**src/rtl/shot_detect.sv**
```systemverilog
// shot_detect: recognises one flick "shot" gesture at a time from the
// filtered X/Y flick magnitudes. The flow is qualified start (ARM), active
// window (ACTIVE), end by quiet run or timeout, then a cooldown period. Each
// shot publishes a registered result with a one-cycle shot_valid pulse.
module shot_detect #(
  parameter logic [15:0] START_TH  = 16'd400,
  parameter logic [15:0] END_TH    = 16'd150,
  parameter int unsigned START_CNT = 3,
  parameter int unsigned END_CNT   = 4,
  parameter int unsigned MAX_LEN   = 200,
  parameter int unsigned COOLDOWN  = 50
) (
  input  logic        clk,
  input  logic        rst,
  input  logic        sample_valid,
  input  logic [15:0] x_flick,
  input  logic [15:0] y_flick,
  output logic        shot_valid,
  output logic [15:0] shot_peak_x,
  output logic [15:0] shot_peak_y,
  output logic [7:0]  shot_len,
  output logic        shot_timeout,
  output logic        busy,
  output logic [1:0]  state_dbg
);

  localparam logic [1:0] S_IDLE     = 2'd0;
  localparam logic [1:0] S_ARM      = 2'd1;
  localparam logic [1:0] S_ACTIVE   = 2'd2;
  localparam logic [1:0] S_COOLDOWN = 2'd3;

  localparam logic [3:0] START_CNT_W = START_CNT[3:0];
  localparam logic [3:0] END_CNT_W   = END_CNT[3:0];
  localparam logic [7:0] MAX_LEN_W   = MAX_LEN[7:0];
  localparam logic [7:0] COOLDOWN_W  = COOLDOWN[7:0];

  logic [1:0]  r_state;
  logic        r_busy;
  logic [3:0]  r_run;
  logic [3:0]  r_qcnt;
  logic [7:0]  r_len;
  logic [7:0]  r_cd;
  logic [15:0] r_peak_x;
  logic [15:0] r_peak_y;
  logic        r_shot_valid;
  logic [15:0] r_shot_peak_x;
  logic [15:0] r_shot_peak_y;
  logic [7:0]  r_shot_len;
  logic        r_shot_timeout;

  logic        w_start;
  logic        w_quiet;
  logic [15:0] w_px_max;
  logic [15:0] w_py_max;
  logic [3:0]  w_run_inc;
  logic [7:0]  w_len_inc;
  logic [3:0]  w_q_next;
  logic [7:0]  w_cd_inc;
  logic        w_end_quiet;
  logic        w_end_max;

  // Sample classification, running maxima and incremented counter values.
  always_comb begin
    w_start     = (y_flick >= START_TH);
    w_quiet     = (y_flick < END_TH);
    w_px_max    = (x_flick > r_peak_x) ? x_flick : r_peak_x;
    w_py_max    = (y_flick > r_peak_y) ? y_flick : r_peak_y;
    w_run_inc   = r_run + 4'd1;
    w_len_inc   = r_len + 8'd1;
    w_q_next    = w_quiet ? (r_qcnt + 4'd1) : 4'd0;
    w_cd_inc    = r_cd + 8'd1;
    w_end_quiet = (w_q_next == END_CNT_W);
    w_end_max   = (w_len_inc == MAX_LEN_W);
  end

  // Gesture FSM, working counters/peaks and the published result registers.
  always_ff @(posedge clk or posedge rst) begin
    if (rst) begin
      r_state        <= S_IDLE;
      r_busy         <= 1'b0;
      r_run          <= '0;
      r_qcnt         <= '0;
      r_len          <= '0;
      r_cd           <= '0;
      r_peak_x       <= '0;
      r_peak_y       <= '0;
      r_shot_valid   <= 1'b0;
      r_shot_peak_x  <= '0;
      r_shot_peak_y  <= '0;
      r_shot_len     <= '0;
      r_shot_timeout <= 1'b0;
    end else begin
      r_shot_valid <= 1'b0;
      if (sample_valid) begin
        case (r_state)
          S_IDLE: begin
            if (w_start) begin
              r_peak_x <= x_flick;
              r_peak_y <= y_flick;
              r_len    <= 8'd1;
              r_run    <= 4'd1;
              r_qcnt   <= '0;
              r_busy   <= 1'b1;
              r_state  <= (START_CNT_W == 4'd1) ? S_ACTIVE : S_ARM;
            end
          end
          S_ARM: begin
            if (w_start) begin
              r_run    <= w_run_inc;
              r_len    <= w_len_inc;
              r_peak_x <= w_px_max;
              r_peak_y <= w_py_max;
              r_qcnt   <= '0;
              if (w_run_inc == START_CNT_W) r_state <= S_ACTIVE;
            end else begin
              r_run    <= '0;
              r_len    <= '0;
              r_peak_x <= '0;
              r_peak_y <= '0;
              r_busy   <= 1'b0;
              r_state  <= S_IDLE;
            end
          end
          S_ACTIVE: begin
            r_len    <= w_len_inc;
            r_peak_x <= w_px_max;
            r_peak_y <= w_py_max;
            r_qcnt   <= w_q_next;
            // Quiet end takes priority over the length limit on the same sample.
            if (w_end_quiet || w_end_max) begin
              r_shot_valid   <= 1'b1;
              r_shot_peak_x  <= w_px_max;
              r_shot_peak_y  <= w_py_max;
              r_shot_len     <= w_len_inc;
              r_shot_timeout <= ~w_end_quiet;
              r_cd           <= '0;
              r_state        <= S_COOLDOWN;
            end
          end
          default: begin
            if (w_cd_inc == COOLDOWN_W) begin
              r_cd     <= '0;
              r_run    <= '0;
              r_qcnt   <= '0;
              r_len    <= '0;
              r_peak_x <= '0;
              r_peak_y <= '0;
              r_busy   <= 1'b0;
              r_state  <= S_IDLE;
            end else begin
              r_cd <= w_cd_inc;
            end
          end
        endcase
      end
    end
  end

  assign shot_valid   = r_shot_valid;
  assign shot_peak_x  = r_shot_peak_x;
  assign shot_peak_y  = r_shot_peak_y;
  assign shot_len     = r_shot_len;
  assign shot_timeout = r_shot_timeout;
  assign busy         = r_busy;
  assign state_dbg    = r_state;

endmodule

```
**config.mk**
```make
export PLATFORM = sky130hd
export DESIGN_NAME = shot_detect
export DESIGN_NICKNAME = d
export VERILOG_FILES = /design/src/rtl/shot_detect.sv
export SDC_FILE = /design/constraint.sdc
export NUM_CORES = 1
export LEC_CHECK = 0
export ABC_AREA = 1
export CORE_ASPECT_RATIO = 0.9
export CORE_MARGIN = 2
export CORE_UTILIZATION = 35
export DETAILED_ROUTE_END_ITERATION = 10
export SETUP_SLACK_MARGIN = 0.02
export SYNTH_ARGS = -nofsm -noshare
export SYNTH_HDL_FRONTEND = slang
export SYNTH_SLANG_ARGS = --single-unit
export TNS_END_PERCENT = 30
```
**constraint.sdc**
```tcl
create_clock -name clk -period 3.85 [get_ports clk]
set_clock_uncertainty 0.15 [all_clocks]
set_input_delay 0.385 -clock clk [delete_from_list [all_inputs] [get_ports clk]]
set_output_delay 0.385 -clock clk [all_outputs]
set_load 0.01 [all_outputs]
```
==> flow_results.xml, run 1 <==
<?xml version="1.0" encoding="UTF-8"?>
<metrics>
  <group name="run_status">
    <metric name="status" unit="">complete, no violations</metric>
  </group>
  <group name="logic_synthesis">
    <metric name="yosysTopAreaCellShare" unit="">0.400</metric>
    <metric name="post_synth_num_cell_types" unit="">31</metric>
    <metric name="synthCells" unit="">896</metric>
    <metric name="avgSynthCellArea" unit="µm²">7.06</metric>
    <metric name="synth-warning-count" unit="">0</metric>
    <metric name="synth.cell_area" unit="µm²">6320</metric>
    <metric name="ys_seq_elements" unit="">101</metric>
    <metric name="yosys-top-cells-area" unit="">sky130_fd_sc_hd__dfrtp_1 40%, sky130_fd_sc_hd__nand2_1 23%, sky130_fd_sc_hd__ha_1 7.5%, sky130_fd_sc_hd__nand3_1 7.0%, sky130_fd_sc_hd__inv_1 5.8%</metric>
    <metric name="synth.net_count" unit="">969</metric>
    <metric name="yosysSeqAreaShare" unit="">0.400</metric>
    <metric name="synth.largest_area_cell" unit="">sky130_fd_sc_hd__dfrtp_1</metric>
  </group>
  <group name="layout">
    <metric name="layout.nets" unit="">1039</metric>
    <metric name="post_layout_nonfiller_instances" unit="">1210</metric>
    <metric name="syn_to_final_growth" unit="%">20.2</metric>
    <metric name="antennaDiodeCount" unit="">0</metric>
    <metric name="num-fill-cells" unit="">1847</metric>
    <metric name="proportion_of_layout_cells_with_a_drive_suffix_above_1" unit="">0.0577</metric>
  </group>
  <group name="critical_path">
    <metric name="end_kind" unit="">register</metric>
    <metric name="worstPathArrival" unit="ns">2.81</metric>
    <metric name="timing.setup.critical_path_class" unit="">input port to register</metric>
    <metric name="start_kind" unit="">input port</metric>
    <metric name="critical_path.max_fanout" unit="">26</metric>
    <metric name="critPathRequiredTime" unit="ns">3.93</metric>
  </group>
  <group name="sta">
    <metric name="rsz_0062_raised_after_global_routing" unit="">no</metric>
    <metric name="fin_crit" unit="ns">2.72</metric>
    <metric name="max_freq" unit="MHz">367</metric>
    <metric name="finalHoldViolCount" unit="">0</metric>
    <metric name="post-route-period-util" unit="">0.707</metric>
    <metric name="whs" unit="ns">0.323</metric>
    <metric name="finalSetupViolations" unit="">0</metric>
    <metric name="final_max_slew_viol_count" unit="">0</metric>
    <metric name="relSlewSlack" unit="">0.523</metric>
    <metric name="sum_of_negative_setup_slack" unit="ns">0</metric>
    <metric name="worstMarginPinSlew" unit="ns">0.713</metric>
  </group>
  <group name="routing">
    <metric name="wire_per_inst" unit="µm">12.6</metric>
    <metric name="routed_wirelength" unit="µm">15300</metric>
    <metric name="num_vias" unit="">5613</metric>
    <metric name="route.detailed.drc" unit="">0</metric>
    <metric name="first_iter_violations" unit="">390</metric>
    <metric name="route.detailed.vias_per_inst" unit="">4.64</metric>
    <metric name="detail_route.first_pass.iterations" unit="">5</metric>
    <metric name="ant_nets" unit="">0</metric>
  </group>
  <group name="floorplan">
    <metric name="chipHeight" unit="µm">132</metric>
    <metric name="ios" unit="">80</metric>
    <metric name="start_util" unit="">0.358</metric>
    <metric name="total_die_area" unit="µm²">19200</metric>
    <metric name="fp-row-count" unit="">46</metric>
    <metric name="coreArea" unit="µm²">17700</metric>
    <metric name="die_width" unit="µm">146</metric>
  </group>
  <group name="clocking">
    <metric name="ctsResizeCount" unit="">0</metric>
    <metric name="cts_made_buffers" unit="">9</metric>
    <metric name="tritoncts" unit="">built</metric>
    <metric name="cts.repair_timing.setup_buffer_count" unit="">0</metric>
    <metric name="cts_hold_buf" unit="">0</metric>
    <metric name="clock_sinks" unit="">101</metric>
    <metric name="clkSlewWorstSetupHoldPaths" unit="ns">0.07</metric>
    <metric name="cts-root-buf" unit="">sky130_fd_sc_hd__clkbuf_16</metric>
    <metric name="h-tree-depth" unit="">3</metric>
    <metric name="cts_buffer_depth" unit="">2</metric>
    <metric name="insertion_delay" unit="ns">0.35</metric>
  </group>
  <group name="global_routing">
    <metric name="grt_overflow_total" unit="">0</metric>
    <metric name="grt_start_max_net_pins" unit="">54</metric>
    <metric name="first_global_vias" unit="">5386</metric>
    <metric name="initial_antenna_violation_count" unit="">0</metric>
    <metric name="track_usage" unit="">0.169</metric>
    <metric name="grt_first_pass_wirelength" unit="µm">26700</metric>
  </group>
  <group name="placement">
    <metric name="detailedPlacementHpwl" unit="µm">10700</metric>
    <metric name="numPlacedInstances" unit="">1195</metric>
    <metric name="placement.io_buffers" unit="">79</metric>
    <metric name="gp_congestion" unit="">0.793</metric>
  </group>
  <group name="pwr">
    <metric name="power.total" unit="mW">4.29</metric>
    <metric name="ir_drop" unit="V">0.000224</metric>
    <metric name="power.leakage" unit="nW">4.01</metric>
    <metric name="cellPowerDensity" unit="nW/µm²">565</metric>
  </group>
  <group name="flow_run">
    <metric name="timing.max_cap.violations" unit="">0</metric>
  </group>
  <group name="worst_hold_path">
    <metric name="hold_path_class" unit="">register to register</metric>
  </group>
</metrics>
-- per-layer routing --
metal | global-route usage | up-vias | wire length (µm)
met1 | 0.239 | 2541 | 7640
li1 | - | 2953 | -
met4 | 0.0430 | 0 | 145
met5 | 0 | - | 0
met2 | 0.264 | 110 | 6760
met3 | 0.0368 | 9 | 756
-- logic make-up after synthesis --
group                    synth area share
AND/OR/NAND/NOR                     0.349
buffers and inverters              0.0924
flip-flops                          0.400
AO/OA/AOI/OAI                      0.0691
adder cells (fa/ha/maj)            0.0752
XOR/XNOR                           0.0150
-- Yosys cell counts (all sizes together) --
master	number
ha	38
xnor2	2
or2	3
a21oi	16
clkinv	1
nand2	390
buf	20
inv	103
xor2	8
clkbuf	11
o21ai	60
nand4	6
o21bai	1
dfrtp	101
a21o	3
nor3	3
nand3b	3
nor2	33
nand3	94
-- state kept, by name, summed over array words and instances, names as in the netlist --
name	flops
r_peak_x	16
r_peak_y	16
shot_len	8
shot_peak_x	16
shot_timeout	1
r_qcnt	4
r_len	8
busy	1
state_dbg	2
shot_valid	1
r_run	4
r_cd	8
shot_peak_y	16
-- critical path: stages --
cell                              delay [ns]
sky130_fd_sc_hd__clkdlybuf4s50_1        0.48
sky130_fd_sc_hd__o21ai_0                0.34
sky130_fd_sc_hd__nand2_1                0.10
sky130_fd_sc_hd__nand2_1                0.07
sky130_fd_sc_hd__nand2_1                0.11
sky130_fd_sc_hd__nand2_1                0.14
sky130_fd_sc_hd__nand2_1                0.44
sky130_fd_sc_hd__buf_4                  0.43
sky130_fd_sc_hd__nand3_1                0.12
sky130_fd_sc_hd__nand2_1                0.05
sky130_fd_sc_hd__nand2_1                0.05
sky130_fd_sc_hd__nand2_1                0.07
-- layout make-up --
cell class,instances,area [µm²],share of cell area
clock buffer,14,274,0.0360
clock inverter,1,5.00,0.000658
inverter,104,394,0.0519
multi-input combinational,660,3210,0.423
sequential,101,2530,0.333
tap,240,300,0.0395
timing repair buffer,90,886,0.117
-- layout by cell type (no fill, tap or decap) --
cell type                         count
sky130_fd_sc_hd__a21o_1               3
sky130_fd_sc_hd__a21oi_1             15
sky130_fd_sc_hd__a21oi_2              1
sky130_fd_sc_hd__buf_12               1
sky130_fd_sc_hd__buf_4               10
sky130_fd_sc_hd__clkbuf_1             2
sky130_fd_sc_hd__clkbuf_16            9
sky130_fd_sc_hd__clkbuf_8             3
sky130_fd_sc_hd__clkdlybuf4s50_1     79
sky130_fd_sc_hd__clkinv_2             2
sky130_fd_sc_hd__dfrtp_1            101
sky130_fd_sc_hd__ha_1                38
sky130_fd_sc_hd__inv_1               96
sky130_fd_sc_hd__inv_2                6
sky130_fd_sc_hd__inv_4                1
sky130_fd_sc_hd__nand2_1            386
sky130_fd_sc_hd__nand2_2              3
sky130_fd_sc_hd__nand2_4              1
sky130_fd_sc_hd__nand3_1             89
sky130_fd_sc_hd__nand3_2              5
sky130_fd_sc_hd__nand3b_1             3
sky130_fd_sc_hd__nand4_1              6
sky130_fd_sc_hd__nor2_1              29
sky130_fd_sc_hd__nor2_2               3
sky130_fd_sc_hd__nor2_4               1
sky130_fd_sc_hd__nor3_1               3
sky130_fd_sc_hd__o21ai_0             34
sky130_fd_sc_hd__o21ai_1             20
sky130_fd_sc_hd__o21ai_2              6
sky130_fd_sc_hd__o21bai_1             1
sky130_fd_sc_hd__or2_2                3
sky130_fd_sc_hd__xnor2_1              2
sky130_fd_sc_hd__xor2_1               7
sky130_fd_sc_hd__xor2_2               1
-- worst paths after layout --
check	slack, ns	endpoint	depth (start not counted)	startpoint
max	1.13	r_peak_x[6]	12	y_flick[6]
min	0.32	r_cd[7]	2	r_cd[7]
max reg2reg	1.25	shot_peak_x[3]	12	r_len[0]
min reg2reg	0.32	r_cd[7]	2	r_cd[7]
max in group asynchronous	2.48	state_dbg[0]	3	rst
min in group asynchronous	0.36	shot_peak_y[1]	2	rst
-- metrics by stage --
step	util	setup WS, ns	instance area [µm²]
6_report	0.430	1.13	7600
5_1_grt	0.430	0.796	7600
4_1_cts	0.430	1.13	7600
3_5_place_dp	0.414	0.757	7320
3_3_place_gp	0.414	0.858	7320
2_1_floorplan	-	0.668	6320
-- power breakdown --
group          internal, mW  switching (mW)
combinational         0.680            1.32
sequential             1.26           0.158
clock                 0.488           0.386
total                  2.43            1.86
Power figures use the tool's default switching activity.
==> run 2, diff against run 1 <==
Clock period 3.85 ns to 2.6 ns, I/O delays scaled along.
==> run 2 against run 1 <==
Compared with the run above:
- flip-flop and latch count is the same
- register-to-register slack lost 0.90 ns
- count of clock-buffer cells in the layout shrank 5
- setup slack lost 0.78 ns
- power grew 57%
- largest power group unchanged
==> flow_results.xml, run 2 (synthesis gave the netlist of run 1 again) <==
<?xml version="1.0" encoding="UTF-8"?>
<metrics>
  <group name="global_routing">
    <metric name="grt_start_max_net_pins" unit="">102</metric>
    <metric name="track_usage" unit="">0.169</metric>
    <metric name="first_global_vias" unit="">5403</metric>
    <metric name="grt_first_pass_wirelength" unit="µm">26500</metric>
    <metric name="grt_overflow_total" unit="">0</metric>
    <metric name="initial_antenna_violation_count" unit="">0</metric>
  </group>
  <group name="layout">
    <metric name="syn_to_final_growth" unit="%">23.0</metric>
    <metric name="layout.nets" unit="">1049</metric>
    <metric name="proportion_of_layout_cells_with_a_drive_suffix_above_1" unit="">0.0703</metric>
    <metric name="mostFrequentLayoutCells" unit="">386 x sky130_fd_sc_hd__nand2_1, 101 x sky130_fd_sc_hd__dfrtp_1, 96 x sky130_fd_sc_hd__inv_1</metric>
    <metric name="design_area" unit="µm²">7780</metric>
    <metric name="layout_commonest_cell" unit="">sky130_fd_sc_hd__nand2_1</metric>
    <metric name="post_layout_nonfiller_instances" unit="">1221</metric>
    <metric name="antennaDiodeCount" unit="">0</metric>
  </group>
  <group name="sta">
    <metric name="rsz_0062_raised_after_global_routing" unit="">no</metric>
    <metric name="finalHoldViolCount" unit="">0</metric>
    <metric name="fin_crit" unit="ns">2.25</metric>
    <metric name="relSlewSlack" unit="">0.577</metric>
    <metric name="worstMarginPinSlew" unit="ns">0.635</metric>
    <metric name="final_max_slew_viol_count" unit="">0</metric>
    <metric name="finalSetupViolations" unit="">0</metric>
    <metric name="max_freq" unit="MHz">444</metric>
    <metric name="post-route-period-util" unit="">0.867</metric>
    <metric name="whs" unit="ns">0.181</metric>
    <metric name="sum_of_negative_setup_slack" unit="ns">0</metric>
  </group>
  <group name="pwr">
    <metric name="sequentialPowerShare" unit="">0.313</metric>
    <metric name="switching_share" unit="">0.427</metric>
    <metric name="p_switching" unit="mW">2.88</metric>
    <metric name="clockPowerShare" unit="">0.226</metric>
    <metric name="intPower" unit="mW">3.87</metric>
    <metric name="ir_drop" unit="V">0.000438</metric>
    <metric name="power.total" unit="mW">6.74</metric>
    <metric name="power_frac_comb" unit="">0.462</metric>
    <metric name="power.leakage" unit="nW">4.09</metric>
    <metric name="cellPowerDensity" unit="nW/µm²">867</metric>
  </group>
  <group name="floorplan">
    <metric name="die_width" unit="µm">146</metric>
    <metric name="chipHeight" unit="µm">132</metric>
    <metric name="start_util" unit="">0.358</metric>
    <metric name="total_die_area" unit="µm²">19200</metric>
    <metric name="fp-row-count" unit="">46</metric>
    <metric name="coreArea" unit="µm²">17700</metric>
    <metric name="ios" unit="">80</metric>
  </group>
  <group name="routing">
    <metric name="first_iter_violations" unit="">267</metric>
    <metric name="detail_route.first_pass.iterations" unit="">4</metric>
    <metric name="num_vias" unit="">5653</metric>
    <metric name="ant_nets" unit="">0</metric>
    <metric name="route.detailed.drc" unit="">0</metric>
    <metric name="routed_wirelength" unit="µm">15400</metric>
    <metric name="route.detailed.vias_per_inst" unit="">4.63</metric>
    <metric name="wire_per_inst" unit="µm">12.6</metric>
  </group>
  <group name="clocking">
    <metric name="cts_made_buffers" unit="">9</metric>
    <metric name="insertion_delay" unit="ns">0.35</metric>
    <metric name="clkSlewWorstSetupHoldPaths" unit="ns">0.07</metric>
    <metric name="cts-root-buf" unit="">sky130_fd_sc_hd__clkbuf_16</metric>
    <metric name="cts.repair_timing.setup_buffer_count" unit="">0</metric>
    <metric name="cts_hold_buf" unit="">0</metric>
    <metric name="h-tree-depth" unit="">3</metric>
    <metric name="clock_sinks" unit="">101</metric>
    <metric name="cts_buffer_depth" unit="">2</metric>
    <metric name="tritoncts" unit="">built</metric>
    <metric name="ctsResizeCount" unit="">0</metric>
  </group>
  <group name="placement">
    <metric name="gp_congestion" unit="">0.788</metric>
    <metric name="numPlacedInstances" unit="">1205</metric>
    <metric name="detailedPlacementHpwl" unit="µm">10800</metric>
    <metric name="dpl-instance-area" unit="µm²">7450</metric>
    <metric name="placement.io_buffers" unit="">79</metric>
  </group>
  <group name="worst_hold_path">
    <metric name="hold_path_class" unit="">input port to async pin</metric>
  </group>
  <group name="critical_path">
    <metric name="critPathRequiredTime" unit="ns">2.74</metric>
    <metric name="crit_chain" unit="">ha_1 &gt; nand3_2 &gt; nor2_2 &gt; nand2_1 &gt; nand2_1 &gt; nand2_1 &gt; nor2_1 &gt; nand3_2 &gt; nand2_2 &gt; nand2_4 &gt; clkinv_2 &gt; buf_4 &gt; nand2_1 &gt; nand2_1</metric>
    <metric name="cp_slowest_stage_delay" unit="ns">0.42</metric>
    <metric name="critical_path.max_fanout" unit="">16</metric>
    <metric name="cp_slowest_cell" unit="">sky130_fd_sc_hd__dfrtp_1</metric>
    <metric name="crit_family" unit="">simple AND/OR/NAND/NOR gates</metric>
    <metric name="timing.setup.critical_path_class" unit="">register to register</metric>
    <metric name="worstPathArrival" unit="ns">2.40</metric>
    <metric name="ff_to_ff_setup_slack" unit="ns">0.35</metric>
    <metric name="path_common_cell" unit="">sky130_fd_sc_hd__nand2_1</metric>
    <metric name="critical_path.n_buffers_inverters" unit="">2</metric>
    <metric name="start_kind" unit="">register</metric>
    <metric name="end_kind" unit="">register</metric>
  </group>
  <group name="run_status">
    <metric name="status" unit="">complete, no violations</metric>
  </group>
  <group name="flow_run">
    <metric name="timing.max_cap.violations" unit="">0</metric>
  </group>
</metrics>
## run 2: changes by cell type in the layout (fill, tap and decap cells not counted)
cell	previous run	this run
sky130_fd_sc_hd__buf_12	1	5
sky130_fd_sc_hd__inv_8	0	1
sky130_fd_sc_hd__clkbuf_8	3	0
sky130_fd_sc_hd__buf_4	10	16
sky130_fd_sc_hd__clkinvlp_4	0	2
sky130_fd_sc_hd__bufinv_16	0	2
sky130_fd_sc_hd__inv_6	0	3
sky130_fd_sc_hd__inv_4	1	0
sky130_fd_sc_hd__clkinv_2	2	1
sky130_fd_sc_hd__clkbuf_1	2	0
## run 2: final cells by class
cell class | instances | area, µm²
clock buffer | 9 | 225
inverter | 104 | 395
fill | 1849 | 9890
timing repair buffer | 100 | 1010
sequential | 101 | 2530
clock inverter | 7 | 105
multi-input combinational | 660 | 3210
tap | 240 | 300
## run 2: power groups by stage
stage / clock network [mW] / logic, mW / registers, mW
4_1_cts: 1.57 / 3.15 / 2.11
3_3_place_gp: 0 / 3.11 / 2.13
6_report: 1.52 / 3.11 / 2.11
3_5_place_dp: 0 / 3.14 / 2.13
5_1_grt: 1.63 / 3.65 / 2.15
2_1_floorplan: 0 / 2.30 / 2.06
## run 2: worst register-to-register path, stage by stage (launching register included)
cell	delay [ns]
sky130_fd_sc_hd__dfrtp_1	0.42
sky130_fd_sc_hd__ha_1	0.23
sky130_fd_sc_hd__nand3_2	0.11
sky130_fd_sc_hd__nor2_2	0.12
sky130_fd_sc_hd__nand2_1	0.06
sky130_fd_sc_hd__nand2_1	0.05
sky130_fd_sc_hd__nand2_1	0.07
sky130_fd_sc_hd__nor2_1	0.14
sky130_fd_sc_hd__nand3_2	0.15
sky130_fd_sc_hd__nand2_2	0.15
sky130_fd_sc_hd__nand2_4	0.08
sky130_fd_sc_hd__clkinv_2	0.07
sky130_fd_sc_hd__buf_4	0.24
sky130_fd_sc_hd__nand2_1	0.10
sky130_fd_sc_hd__nand2_1	0.06
## run 2: per-layer routing
metal / track usage / routed length [µm] / vias up
met5: 0 / 0 / -
li1: - / - / 2980
met3: 0.0292 / 556 / 12
met1: 0.241 / 7950 / 2572
met2: 0.264 / 6780 / 89
met4: 0.0447 / 159 / 0
## run 2: worst paths after layout
kind                          from           end  cells past startpoint
setup / recovery           r_cd[0]  r_peak_y[10]                     14
hold / removal                 rst   r_peak_y[3]                      3
setup reg to reg           r_cd[0]  r_peak_y[10]                     14
hold reg to reg            r_cd[7]       r_cd[7]                      2
max in group asynchronous      rst      r_run[1]                      3
min in group clk           r_cd[7]       r_cd[7]                      2
## run 2: metrics by stage
stage           util  setup slack, ns
6_report       0.440            0.347
3_5_place_dp   0.422           0.0970
2_1_floorplan      -            0.548
3_3_place_gp   0.422            0.116
5_1_grt        0.440            0.133
4_1_cts        0.440            0.340
==> run 3, diff against run 2 <==
Settings changed: SETUP_SLACK_MARGIN 0.02 to 0.5.
==> run 3 against run 2 <==
Compared with the run above:
- global-route usage grew 0.21 points
- setup slack gained 0.13 ns
- flip-flop and latch count is the same
- sequential share of layout area shrank 3.6 points
- critical path type unchanged
- power grew 12%
- maximum frequency grew 6.0%
- critical endpoint is now shot_peak_y[10]
- via count grew 5.4%
- sequential power is essentially flat
==> flow_results.xml, run 3 (synthesis gave the netlist of run 1 again) <==
<?xml version="1.0" encoding="UTF-8"?>
<metrics>
  <group name="clocking">
    <metric name="cts_hold_buf" unit="">0</metric>
    <metric name="clock_sinks" unit="">101</metric>
    <metric name="clkSlewWorstSetupHoldPaths" unit="ns">0.08</metric>
    <metric name="cts-root-buf" unit="">sky130_fd_sc_hd__clkbuf_16</metric>
    <metric name="h-tree-depth" unit="">3</metric>
    <metric name="cts_made_buffers" unit="">9</metric>
    <metric name="cts_buffer_depth" unit="">2</metric>
    <metric name="insertion_delay" unit="ns">0.36</metric>
    <metric name="tritoncts" unit="">built</metric>
  </group>
  <group name="floorplan">
    <metric name="die_width" unit="µm">146</metric>
    <metric name="fp-row-count" unit="">46</metric>
    <metric name="ios" unit="">80</metric>
    <metric name="total_die_area" unit="µm²">19200</metric>
    <metric name="chipHeight" unit="µm">132</metric>
    <metric name="start_util" unit="">0.358</metric>
    <metric name="coreArea" unit="µm²">17700</metric>
  </group>
  <group name="global_routing">
    <metric name="first_global_vias" unit="">5419</metric>
    <metric name="track_usage" unit="">0.171</metric>
    <metric name="initial_antenna_violation_count" unit="">0</metric>
    <metric name="grt_first_pass_wirelength" unit="µm">26800</metric>
    <metric name="grt_overflow_total" unit="">0</metric>
    <metric name="grt_start_max_net_pins" unit="">102</metric>
  </group>
  <group name="placement">
    <metric name="placement.io_buffers" unit="">79</metric>
    <metric name="numPlacedInstances" unit="">1205</metric>
    <metric name="detailedPlacementHpwl" unit="µm">10800</metric>
    <metric name="post-place-ws" unit="ns">0.0970</metric>
    <metric name="dpl-instance-area" unit="µm²">7450</metric>
    <metric name="gp_congestion" unit="">0.788</metric>
  </group>
  <group name="layout">
    <metric name="finalCoreUtilization" unit="">0.496</metric>
    <metric name="syn_to_final_growth" unit="%">38.5</metric>
    <metric name="proportion_of_layout_cells_with_a_drive_suffix_above_1" unit="">0.171</metric>
    <metric name="post_layout_nonfiller_instances" unit="">1255</metric>
    <metric name="design_area" unit="µm²">8760</metric>
    <metric name="mostFrequentLayoutCells" unit="">366 x sky130_fd_sc_hd__nand2_1, 99 x sky130_fd_sc_hd__dfrtp_1, 86 x sky130_fd_sc_hd__inv_1</metric>
    <metric name="num-fill-cells" unit="">1757</metric>
    <metric name="layout.nets" unit="">1083</metric>
    <metric name="layout_commonest_cell" unit="">sky130_fd_sc_hd__nand2_1</metric>
    <metric name="antennaDiodeCount" unit="">0</metric>
  </group>
  <group name="worst_hold_path">
    <metric name="worst_min_path_start" unit="">y_flick[0]</metric>
    <metric name="min_to" unit="">r_peak_y[0]</metric>
    <metric name="hold_path_class" unit="">input port to register</metric>
    <metric name="worst_hold_path.num_cells" unit="">5</metric>
  </group>
  <group name="critical_path">
    <metric name="timing.setup.critical_path_class" unit="">register to register</metric>
    <metric name="crit_chain" unit="">ha_2 &gt; nand2_2 &gt; inv_2 &gt; nand3_4 &gt; nor2_4 &gt; xor2_2 &gt; nand3_2 &gt; nand2_4 &gt; nand2_8 &gt; clkbuf_16 &gt; nand2_1 &gt; o21ai_0</metric>
    <metric name="critical_path.max_fanout" unit="">11</metric>
    <metric name="reg_to_reg_start" unit="">r_len[1]</metric>
    <metric name="start_kind" unit="">register</metric>
    <metric name="worstPathArrival" unit="ns">2.22</metric>
    <metric name="critPathRequiredTime" unit="ns">2.69</metric>
    <metric name="crit_family" unit="">simple AND/OR/NAND/NOR gates</metric>
    <metric name="end_kind" unit="">register</metric>
    <metric name="reg2reg_to" unit="">shot_peak_y[10]</metric>
    <metric name="cp_slowest_stage_delay" unit="ns">0.38</metric>
    <metric name="cp_slowest_cell" unit="">sky130_fd_sc_hd__dfrtp_1</metric>
    <metric name="critical_path.n_buffers_inverters" unit="">2</metric>
    <metric name="ff_to_ff_setup_slack" unit="ns">0.48</metric>
    <metric name="reg2regPathDepth" unit="">12</metric>
  </group>
  <group name="sta">
    <metric name="relSlewSlack" unit="">0.613</metric>
    <metric name="sum_of_negative_setup_slack" unit="ns">0</metric>
    <metric name="whs" unit="ns">0.120</metric>
    <metric name="max_freq" unit="MHz">471</metric>
    <metric name="post-route-worst-setup-slack" unit="ns">0.475</metric>
    <metric name="fin_crit" unit="ns">2.12</metric>
    <metric name="rsz_0062_raised_after_global_routing" unit="">yes</metric>
    <metric name="final_max_slew_viol_count" unit="">0</metric>
    <metric name="finalSetupViolations" unit="">0</metric>
    <metric name="finalHoldViolCount" unit="">0</metric>
    <metric name="worstMarginPinSlew" unit="ns">0.578</metric>
    <metric name="post-route-period-util" unit="">0.817</metric>
  </group>
  <group name="routing">
    <metric name="route.detailed.drc" unit="">0</metric>
    <metric name="wire_per_inst" unit="µm">14.2</metric>
    <metric name="route.detailed.vias_per_inst" unit="">4.75</metric>
    <metric name="num_vias" unit="">5961</metric>
    <metric name="routed_wirelength" unit="µm">17800</metric>
    <metric name="ant_nets" unit="">0</metric>
    <metric name="first_iter_violations" unit="">304</metric>
    <metric name="detail_route.first_pass.iterations" unit="">5</metric>
  </group>
  <group name="pwr">
    <metric name="ir_drop" unit="V">0.000432</metric>
    <metric name="cellPowerDensity" unit="nW/µm²">862</metric>
    <metric name="power.leakage" unit="nW">4.54</metric>
    <metric name="power.total" unit="mW">7.55</metric>
  </group>
  <group name="run_status">
    <metric name="status" unit="">complete, no violations</metric>
  </group>
  <group name="flow_run">
    <metric name="timing.max_cap.violations" unit="">0</metric>
  </group>
</metrics>
-- run 3: cell count changes in the layout (fill, tap and decap cells not counted), moves of 13 or more --
cell,change
sky130_fd_sc_hd__clkdlybuf4s50_1,-13
sky130_fd_sc_hd__dlymetal6s2s_1,+13
sky130_fd_sc_hd__ha_1,-15
sky130_fd_sc_hd__ha_4,+14
sky130_fd_sc_hd__nand2_1,-20
-- run 3: what timing repair did --
item,CTS,global route
resized for setup,12,122
endpoints found under the setup margin,95,97
setup buffers,6,14
pin swaps,0,27
gates cloned,1,13
-- run 3: worst min-delay path, delay by kind of cell --
kind                   cells  cell delay (ns)
buffers and inverters      1             0.13
AND/OR/NAND/NOR            4             0.21
-- run 3: how the worst max path moves through the flow --
stage | slack, ns | to | startpoint | depth (start not counted)
finish | 0.48 | shot_peak_y[10] | r_len[1] | 12
global route | 0.37 | shot_peak_y[10] | r_len[1] | 12
CTS | 0.51 | r_peak_y[8] | y_flick[8] | 12
detailed placement | 0.1 | r_peak_y[2] | y_flick[8] | 12
global placement | 0.12 | r_peak_y[3] | y_flick[8] | 12
floorplan | 0.55 | r_peak_x[0] | r_peak_x[15] | 12
-- run 3: where the power goes --
group | total [mW] | switching (mW) | internal [mW]
registers | 2.12 | 0.243 | 1.87
clock network | 1.54 | 0.677 | 0.862
logic | 3.89 | 2.33 | 1.56
total | 7.55 | 3.25 | 4.29
-- run 3: final cells by class --
type	count	area, µm²	share of cell area
Inverter	104	407	0.0464
Multi-Input combinational cell	661	3650	0.416
Clock inverter	7	105	0.0120
Tap cell	240	300	0.0343
Sequential cell	101	2530	0.289
Clock buffer	9	225	0.0257
Timing Repair Buffer	133	1540	0.176
-- run 3: metal layers --
layer | vias to the layer above | part of all wire | track usage
met2 | 99 | 0.45 | 0.267
met1 | 2794 | 0.50 | 0.244
met5 | - | 0 | 0
met3 | 16 | 0.037 | 0.0288
met4 | 0 | 0.013 | 0.0441
li1 | 3052 | - | -
